==> src/rtl/tick_sequencer.sv <==
// -----------------------------------------------------------------------------
// tick_sequencer
//   Per-tick game-update scheduler. Each level tick from the tick generator is
//   turned into a sequence of board-datapath phases (COLLIDE, MOVE, SPAWN)
//   driven over a req/ack handshake. Score, game-over and timeout state are
//   kept here, and o_tick_done tells the tick generator to drop its tick.
//
// Ports
//   clk          in   1        clock
//   rst_n        in   1        synchronous active-low reset
//   i_tick       in   1        level tick request, held until o_tick_done
//   i_restart    in   1        restart button level, rising edge restarts
//   i_ack        in   1        datapath finished current phase (pulse)
//   i_result     in   1        phase result with i_ack (hit / ate / ok)
//   o_req        out  1        phase request, high while waiting for i_ack
//   o_phase      out  3        0 NONE, 1 INIT, 2 COLLIDE, 3 MOVE, 4 SPAWN
//   o_tick_done  out  1        one-cycle pulse, tick fully processed
//   o_game_over  out  1        sticky collision flag, cleared by INIT
//   o_score      out  SCORE_W  food eaten since INIT, saturating
//   o_timeout    out  1        sticky, a phase hit ACK_TIMEOUT since INIT
// -----------------------------------------------------------------------------
module tick_sequencer #(
    parameter int unsigned SCORE_W       = 8,
    parameter int unsigned ACK_TIMEOUT   = 15,
    parameter int unsigned SPAWN_RETRIES = 7
) (
    input  logic               clk,
    input  logic               rst_n,
    input  logic               i_tick,
    input  logic               i_restart,
    input  logic               i_ack,
    input  logic               i_result,
    output logic               o_req,
    output logic [2:0]         o_phase,
    output logic               o_tick_done,
    output logic               o_game_over,
    output logic [SCORE_W-1:0] o_score,
    output logic               o_timeout
);

    localparam int unsigned WAIT_W    = (ACK_TIMEOUT < 2) ? 1 : $clog2(ACK_TIMEOUT);
    localparam int unsigned WAIT_LAST = ACK_TIMEOUT - 1;
    localparam int unsigned RETRY_W   = (SPAWN_RETRIES < 1) ? 1 : $clog2(SPAWN_RETRIES + 1);

    localparam logic [2:0] PH_NONE    = 3'd0;
    localparam logic [2:0] PH_INIT    = 3'd1;
    localparam logic [2:0] PH_COLLIDE = 3'd2;
    localparam logic [2:0] PH_MOVE    = 3'd3;
    localparam logic [2:0] PH_SPAWN   = 3'd4;

    // S_GAP is the one-cycle request-low handoff between two phase requests.
    typedef enum logic [2:0] {
        S_RST     = 3'd0,
        S_INIT    = 3'd1,
        S_IDLE    = 3'd2,
        S_COLLIDE = 3'd3,
        S_MOVE    = 3'd4,
        S_SPAWN   = 3'd5,
        S_DONE    = 3'd6,
        S_GAP     = 3'd7
    } state_e;

    state_e               state_q,     state_d;
    state_e               gap_tgt_q,   gap_tgt_d;
    logic [WAIT_W-1:0]    wait_q,      wait_d;
    logic [RETRY_W-1:0]   retry_q,     retry_d;
    logic [SCORE_W-1:0]   score_q,     score_d;
    logic                 game_over_q, game_over_d;
    logic                 timeout_q,   timeout_d;
    logic                 prev_restart_q;
    logic                 req_q,       req_d;
    logic [2:0]           phase_q,     phase_d;
    logic                 tick_done_q, tick_done_d;

    logic                 in_phase;
    logic                 ack_seen;
    logic                 expired;
    logic                 complete;
    logic                 result;
    logic                 restart_edge;

    // Next-state, bookkeeping and output decode.
    always_comb begin
        state_d     = state_q;
        gap_tgt_d   = gap_tgt_q;
        wait_d      = '0;
        retry_d     = retry_q;
        score_d     = score_q;
        game_over_d = game_over_q;
        timeout_d   = timeout_q;
        req_d       = 1'b0;
        phase_d     = PH_NONE;
        tick_done_d = 1'b0;

        in_phase     = (state_q == S_INIT) || (state_q == S_COLLIDE) ||
                       (state_q == S_MOVE) || (state_q == S_SPAWN);
        ack_seen     = in_phase && i_ack;
        expired      = in_phase && !i_ack && (wait_q == WAIT_W'(WAIT_LAST));
        complete     = ack_seen || expired;
        // A forced completion is treated as a zero result.
        result       = ack_seen && i_result;
        restart_edge = i_restart && !prev_restart_q && (state_q != S_RST);

        if (in_phase && !complete) begin
            wait_d = wait_q + WAIT_W'(1);
        end
        if (expired) begin
            timeout_d = 1'b1;
        end

        case (state_q)
            S_RST: begin
                state_d = S_INIT;
            end
            S_INIT: begin
                if (complete) begin
                    state_d = S_IDLE;
                end
            end
            S_IDLE: begin
                if (i_tick) begin
                    state_d = game_over_q ? S_DONE : S_COLLIDE;
                end
            end
            S_COLLIDE: begin
                if (complete) begin
                    if (result) begin
                        game_over_d = 1'b1;
                        state_d     = S_DONE;
                    end else begin
                        gap_tgt_d = S_MOVE;
                        state_d   = S_GAP;
                    end
                end
            end
            S_MOVE: begin
                if (complete) begin
                    if (result) begin
                        if (score_q != {SCORE_W{1'b1}}) begin
                            score_d = score_q + SCORE_W'(1);
                        end
                        retry_d   = '0;
                        gap_tgt_d = S_SPAWN;
                        state_d   = S_GAP;
                    end else begin
                        state_d = S_DONE;
                    end
                end
            end
            S_SPAWN: begin
                if (complete) begin
                    if (result) begin
                        state_d = S_DONE;
                    end else if (retry_q < RETRY_W'(SPAWN_RETRIES)) begin
                        retry_d   = retry_q + RETRY_W'(1);
                        gap_tgt_d = S_SPAWN;
                        state_d   = S_GAP;
                    end else begin
                        // Board full or unlucky: give up for this tick.
                        state_d = S_DONE;
                    end
                end
            end
            S_GAP: begin
                state_d = gap_tgt_q;
            end
            S_DONE: begin
                state_d = S_IDLE;
            end
            default: begin
                state_d = S_RST;
            end
        endcase

        // Restart abandons any outstanding phase; its result is discarded
        // because INIT entry below wipes everything the ack may have touched.
        if (restart_edge) begin
            state_d = S_INIT;
            wait_d  = '0;
        end

        if (restart_edge || (state_q == S_RST)) begin
            score_d     = '0;
            game_over_d = 1'b0;
            timeout_d   = 1'b0;
            retry_d     = '0;
        end

        // Moore outputs, decoded from the next state and registered.
        case (state_d)
            S_INIT: begin
                req_d   = 1'b1;
                phase_d = PH_INIT;
            end
            S_COLLIDE: begin
                req_d   = 1'b1;
                phase_d = PH_COLLIDE;
            end
            S_MOVE: begin
                req_d   = 1'b1;
                phase_d = PH_MOVE;
            end
            S_SPAWN: begin
                req_d   = 1'b1;
                phase_d = PH_SPAWN;
            end
            S_DONE: begin
                tick_done_d = 1'b1;
            end
            default: begin
                req_d = 1'b0;
            end
        endcase
    end

    // State and bookkeeping registers.
    always_ff @(posedge clk) begin
        if (!rst_n) begin
            state_q        <= S_RST;
            gap_tgt_q      <= S_IDLE;
            wait_q         <= '0;
            retry_q        <= '0;
            score_q        <= '0;
            game_over_q    <= 1'b0;
            timeout_q      <= 1'b0;
            prev_restart_q <= 1'b0;
            req_q          <= 1'b0;
            phase_q        <= PH_NONE;
            tick_done_q    <= 1'b0;
        end else begin
            state_q        <= state_d;
            gap_tgt_q      <= gap_tgt_d;
            wait_q         <= wait_d;
            retry_q        <= retry_d;
            score_q        <= score_d;
            game_over_q    <= game_over_d;
            timeout_q      <= timeout_d;
            prev_restart_q <= i_restart;
            req_q          <= req_d;
            phase_q        <= phase_d;
            tick_done_q    <= tick_done_d;
        end
    end

    assign o_req       = req_q;
    assign o_phase     = phase_q;
    assign o_tick_done = tick_done_q;
    assign o_game_over = game_over_q;
    assign o_score     = score_q;
    assign o_timeout   = timeout_q;

endmodule

==> config.mk <==
export PLATFORM = sky130hd
export DESIGN_NAME = tick_sequencer
export DESIGN_NICKNAME = d
export VERILOG_FILES = /design/src/rtl/tick_sequencer.sv
export SDC_FILE = /design/constraint.sdc
export NUM_CORES = 1
export LEC_CHECK = 0
export BUFFER_PORTS_ARGS = -buffer_cell sky130_fd_sc_hd__buf_2
export CAP_MARGIN = 20
export CORE_ASPECT_RATIO = 1.1
export CORE_MARGIN = 5
export CORE_UTILIZATION = 30
export CTS_CLUSTER_DIAMETER = 30
export DETAILED_ROUTE_END_ITERATION = 6
export PLACE_DENSITY = 0.61
export REMOVE_ABC_BUFFERS = 1
export SYNTH_ARGS = -nofsm -noshare
export SYNTH_HDL_FRONTEND = slang
export SYNTH_SLANG_ARGS = --single-unit
==> constraint.sdc <==
create_clock -name clk -period 1.9 [get_ports clk]
set_input_delay 0.38 -clock clk [delete_from_list [all_inputs] [get_ports clk]]
set_output_delay 0.38 -clock clk [all_outputs]
set_load 0.02 [all_outputs]
======== Word level (Yosys, flattened, before mapping) ========
Index checks and enable logic that the tools add are counted.
storage, ports and cells
  flip-flop bits (word level) ............. 29
  output and inout port bits .............. 15
  latch bits .............................. 0
  word-level logic and storage cells ...... 93
  memory bits (writable) .................. 0
  memory bits (read-only) ................. 0
  memories kept ........................... 0
cells by class
  divide/modulo/power cells ............... 0
  $mul .................................... 0
  bitwise logic cells ..................... 2
  muxes and demuxes ....................... 29
  add/subtract/negate cells ............... 3
  reduce and logical (&&, ||, !) cells .... 26
  $lt $le $gt $ge ......................... 1
  eq/ne operators ......................... 21
  shifts and indexed selects .............. 0
operator list
  operator             count
  $mux 3               19
  $pmux 3 s8           1
  $eq 3x3->1 const B   7
  $ne 2x2->1 const B   6
  $pmux 3 s4           1
  $eq 3x2->1 const B   3
  $pmux 3 s3           1
  $add 8x1->8 const B  1
  $ne 8x8->1 const B   1
  $reduce_and 8->1     1
  $logic_and 1x1->1    7
  $eq 3x1->1 const B   2
  $mux 1               6
  $pmux 3 s2           1
  $reduce_and 6->1     1
  $reduce_bool 3->1    2
  $logic_or 1x1->1     5
  $add 4x1->4 const B  1
  $eq 4x4->1 const B   1
  $reduce_and 4->1     1
  $reduce_or 4->1      1
  $add 3x1->3 const B  1
  $logic_not 1->1      3
  $logic_not 3->1      1
  other kinds (7)      8

======== Depth between registers and ports, before layout ========
  depth in word-level cells ............... 13
  depth in mapped cells ................... 7
  mapped depth without buffers ............ 7

======== Worst setup path after synthesis ========
No wires, ideal clock.
  kind .................................... reg2reg
  start point ............................. register wait_q[0]
  end point ............................... register phase_q[1] (netlist: o_phase[1])
  arrival ................................. 1.688 ns
  buffers on the path ..................... 0
  slack ................................... 0.135 ns
  cell stages (with the launch flop) ...... 8
  library setup time ...................... 0.077 ns
  cells stage by stage .................... dfxtp_1 -> inv_1 -> ha_1 -> a31o_2 -> nor3b_1 -> nor4b_4 -> a211o_1 -> o22ai_1
between the ends
  longest elaborated chain between the ends .. 8
  elaborated cells between the ends (all ways) .. 14
  those cells by class .................... 5 x eq/ne; 7 x mux; 2 x reduce/logical
ends and longest elaborated chain
  item                                      RTL line  source
  start, declared                           65        logic [WAIT_W-1:0] wait_q, wait_d;
  start signal, assigned                    233       wait_q <= wait_d;
  $eq 4x4->1 *                              98        expired = in_phase && !i_ack && (wait_q == WAIT_W'(WAIT_LAST));
  $logic_and 1x1->1 *                       98
  $logic_or 1x1->1 *                        99        complete = ack_seen || expired;
  $mux 3, on equally long branches          -
  $pmux 3 s8 *                              111       case (state_q)
  $mux 3 *                                  177       if (restart_edge) begin
  $eq 3x3->1, or another cell as far along  190       case (state_d)
  $pmux 3 s4 *                              190
  end signal, assigned                      240       phase_q <= phase_d;
  end, declared                             72        logic [2:0] phase_q, phase_d;
Mark *: on every way between the ends. The rest lies on a longest branch, timed or not.
A chain may end at the register's enable or synchronous reset.

======== Worst setup path after layout ========
  start point ............................. register wait_q[0]
  end point ............................... register tick_done_q (netlist: o_tick_done)
between the ends
  longest elaborated chain between the ends .. 8
  elaborated cells between the ends (all ways) .. 11
  those cells by class .................... 2 x eq/ne; 7 x mux; 2 x reduce/logical
ends and longest elaborated chain
  item                              RTL line  source
  $eq 4x4->1 *                      98
  $logic_and 1x1->1 *               98
  $logic_or 1x1->1 *                99
  $mux 3, on equally long branches  -
  $pmux 3 s8 *                      111
  $mux 3 *                          177
  $eq 3x3->1 *                      190
  $mux 1 *                          190
  end signal, assigned              241       tick_done_q <= tick_done_d;
  end, declared                     73        logic tick_done_q, tick_done_d;
Marked as above.

==> impl_metrics.env <==
export IMPL_r2r_slack_ns=0.11
export IMPL_wire_per_inst_um=12.5
export IMPL_drc_errors=0
export IMPL_hp_class="in2reg"
export IMPL_min_delay_start="i_restart"
export IMPL_worst_hold_path_endpoint="prev_restart_q"
export IMPL_crit_slowest_cell="nor4b_4"
export IMPL_yosys_top_cells_area="dfxtp_1 (42%), nor2_1 (5.4%), nand2_1 (4.0%)"
export IMPL_numCtsBuffers=5
export IMPL_grt_max_degree=15
export IMPL_yosysTopAreaCellShare_pct=41.6
export IMPL_dpl_hpwl_um=2130
export IMPL_critPathTopFamily="simple AND/OR/NAND/NOR gates"
export IMPL_via_per_inst=4.96
export IMPL_grt_pass1_vias=1118
export IMPL_dr_pass1_iters=4
export IMPL_synth_most_common_cell="dfxtp_1"
export IMPL_antennaDiodeCount=0
export IMPL_crit_type="reg2reg"
export IMPL_synthToLayoutAreaGrowth_pct=20.8
export IMPL_nets=194
export IMPL_path_clk_slew_ns=0.06
export IMPL_ys_top_cells_by_count="dfxtp_1 (29), nor2_1 (20), nand2_1 (15)"
export IMPL_drt_initial_drc_count=94
export IMPL_routed_wirelength_um=3000
export IMPL_final_hold_violation_count=0
export IMPL_drive_gt1_share_pct=25.9
export IMPL_grt_overflow=0
export IMPL_placementRows=26
export IMPL_synthDistinctLibCells=47
export IMPL_cts_tree="built"
export IMPL_reg2reg_depth=8
export IMPL_crit_path_max_fanout=6
export IMPL_status="complete, no violations"
export IMPL_synthCells=157
export IMPL_vias=1195
export IMPL_synthArstFlopShare_pct=0
export IMPL_hold_ws_ns=0.316
export IMPL_irDropWorstVdd_mv=0.283
export IMPL_port_buffers=20
export IMPL_cp_arrival_ns=1.99
export IMPL_finalCritPeriodShare_pct=94.3
export IMPL_cts_setup_buffers=0
export IMPL_place_ws_ns=0.0942
export IMPL_setup_viol=0
export IMPL_min_path_cells=2
export IMPL_pwr_density_cell_nw_per_um2=772
export IMPL_finalNonFillerCells=241
export IMPL_power_total_mw=1.30
export IMPL_drv_slew=0
export IMPL_antenna_found_initial=0
export IMPL_fin_crit_ns=1.79
export IMPL_clock_sinks=29
export IMPL_cts_max_path_buffers=2
export IMPL_crit_required_ns=2.10
export IMPL_maxCapViolations=0
export IMPL_place_inst=233
export IMPL_postRouteAntennaNets=0
export IMPL_cp_cell_sequence="inv_1 -> ha_2 -> a31o_2 -> nor3b_1 -> buf_4 -> nor4b_4 -> nand2_1 -> nor4_2"
export IMPL_clk_latency_ns=0.28
export IMPL_grt_pass1_wl_um=4910
export IMPL_cts_root_buf="clkbuf_8"
export IMPL_start_util_pct=30.4
export IMPL_ys_ff_latch=29
export IMPL_critPathBufInv=2
export IMPL_relSlewSlack_pct=63.7
export IMPL_yosysSeqAreaShare_pct=41.6
export IMPL_clock_skew_ns=0.00482
export IMPL_ioPinCount=21
export IMPL_die_w_um=75.0
export IMPL_r2r_end="o_tick_done"
export IMPL_slowest_delay_ns=0.34
export IMPL_gr_usage_all_layers_pct=10.6
export IMPL_ys_warnings_count=0
export IMPL_yosysTopAreaCell="dfxtp_1"
export IMPL_startpoint_type="flop"
export IMPL_synth_edf_count=0
export IMPL_place_congestion=0.806
export IMPL_max_freq_ghz=0.558
export IMPL_syn_area_um2=1400
export IMPL_ys_flop_type="dfxtp_1"
export IMPL_die_h_um=81.5
export IMPL_nFillCells=469
export IMPL_end_kind="flop"
export IMPL_syn_area_per_cell_um2=8.89
export IMPL_worst_pin_slew_ns=0.544
export IMPL_p_leak_nw=0.652
export IMPL_fin_ws_ns=0.108
export IMPL_reg2reg_from="wait_q[0]"
export IMPL_core_um2=4590
export IMPL_cts_max_level=2
export IMPL_die_area_um2=6120
-- placed cells by master, fill, tap and decap left out, types with 2 or more instances in the layout --
cell,Yosys,layout
a21oi_1,8,8
a31oi_1,2,2
a41oi_1,2,2
and2_1,2,2
and3_1,3,3
buf_2,1,20
buf_4,0,5
clkbuf_8,0,7
dfxtp_1,29,27
dfxtp_2,0,2
ha_1,4,3
inv_1,7,7
nand2_1,15,15
nand2b_1,3,3
nand3_1,6,6
nand4_1,5,5
nor2_1,20,20
nor3b_1,2,2
o21a_1,2,2
o21ai_0,5,5
or3_1,3,3
xnor2_1,2,2
xor2_1,6,6
-- stage by stage --
step	cell area [µm²]	TNS (ns)	utilization, %
after floorplan	1360	0	-
after global placement	1570	0	34.2
after detailed placement	1570	0	34.2
after CTS	1670	0	36.4
after global routing	1690	-0.0180	36.7
final	1690	0	36.7
-- worst max-delay path by stage --
stage / slack [ns] / from / cells after the start / endpoint
floorplan: 0.14 / wait_q[0] / 7 / o_phase[1]
global placement: 0.12 / wait_q[0] / 8 / o_phase[1]
detailed placement: 0.09 / wait_q[0] / 8 / o_phase[1]
CTS: 0.08 / wait_q[0] / 8 / o_phase[1]
global route: -0.02 / wait_q[0] / 8 / o_tick_done
finish: 0.11 / wait_q[0] / 8 / o_tick_done
-- kinds of logic (layout without fill, tap and decap cells) --
logic type	after synthesis	count (layout)	share of synthesized area, %
fa+ha+maj	4	4	3.59
flops	29	29	41.6
buf+inv	12	40	4.39
simple gates	72	72	28.6
xor+xnor	8	8	5.02
compound gates	32	32	16.8
-- registers in the layout, indices dropped and copies added, names as in the netlist --
name	flops
o_timeout	1
o_req	1
prev_restart_q	1
retry_q	3
wait_q	4
o_phase	3
o_tick_done	1
o_score	8
state_q	3
gap_tgt_q	3
o_game_over	1
-- report_power, final --
part	total, mW	switching [mW]	internal (mW)
Clock	0.559	0.232	0.327
Combinational	0.111	0.0619	0.0488
Sequential	0.631	0.0112	0.620
Total	1.30	0.305	0.995
-- final cells by class --
cell class / instances / area (µm²) / area share [%]
Sequential cell: 29 / 583 / 34.6
Tap cell: 56 / 70.1 / 4.16
Multi-Input combinational cell: 116 / 767 / 45.5
Timing Repair Buffer: 25 / 138 / 8.17
Clock buffer: 7 / 96.3 / 5.72
Clock inverter: 1 / 5.00 / 0.297
Inverter: 7 / 26.3 / 1.56
-- metal layers --
layer	vias up	wire length, µm	track usage (%)
met5	-	0	0
met4	0	57	6.41
met3	6	193	2.94
met2	30	1350	15.9
met1	549	1400	13.3
li1	610	-	-
-- repair_timing --
item                                    in CTS  in global routing
endpoints found under the hold margin        0                  0
gates resized for setup                      0                  5
endpoints found under the setup margin       0                  3
hold buffers                                 0                  0
Note: power is estimated with default switching activity, not from simulation.
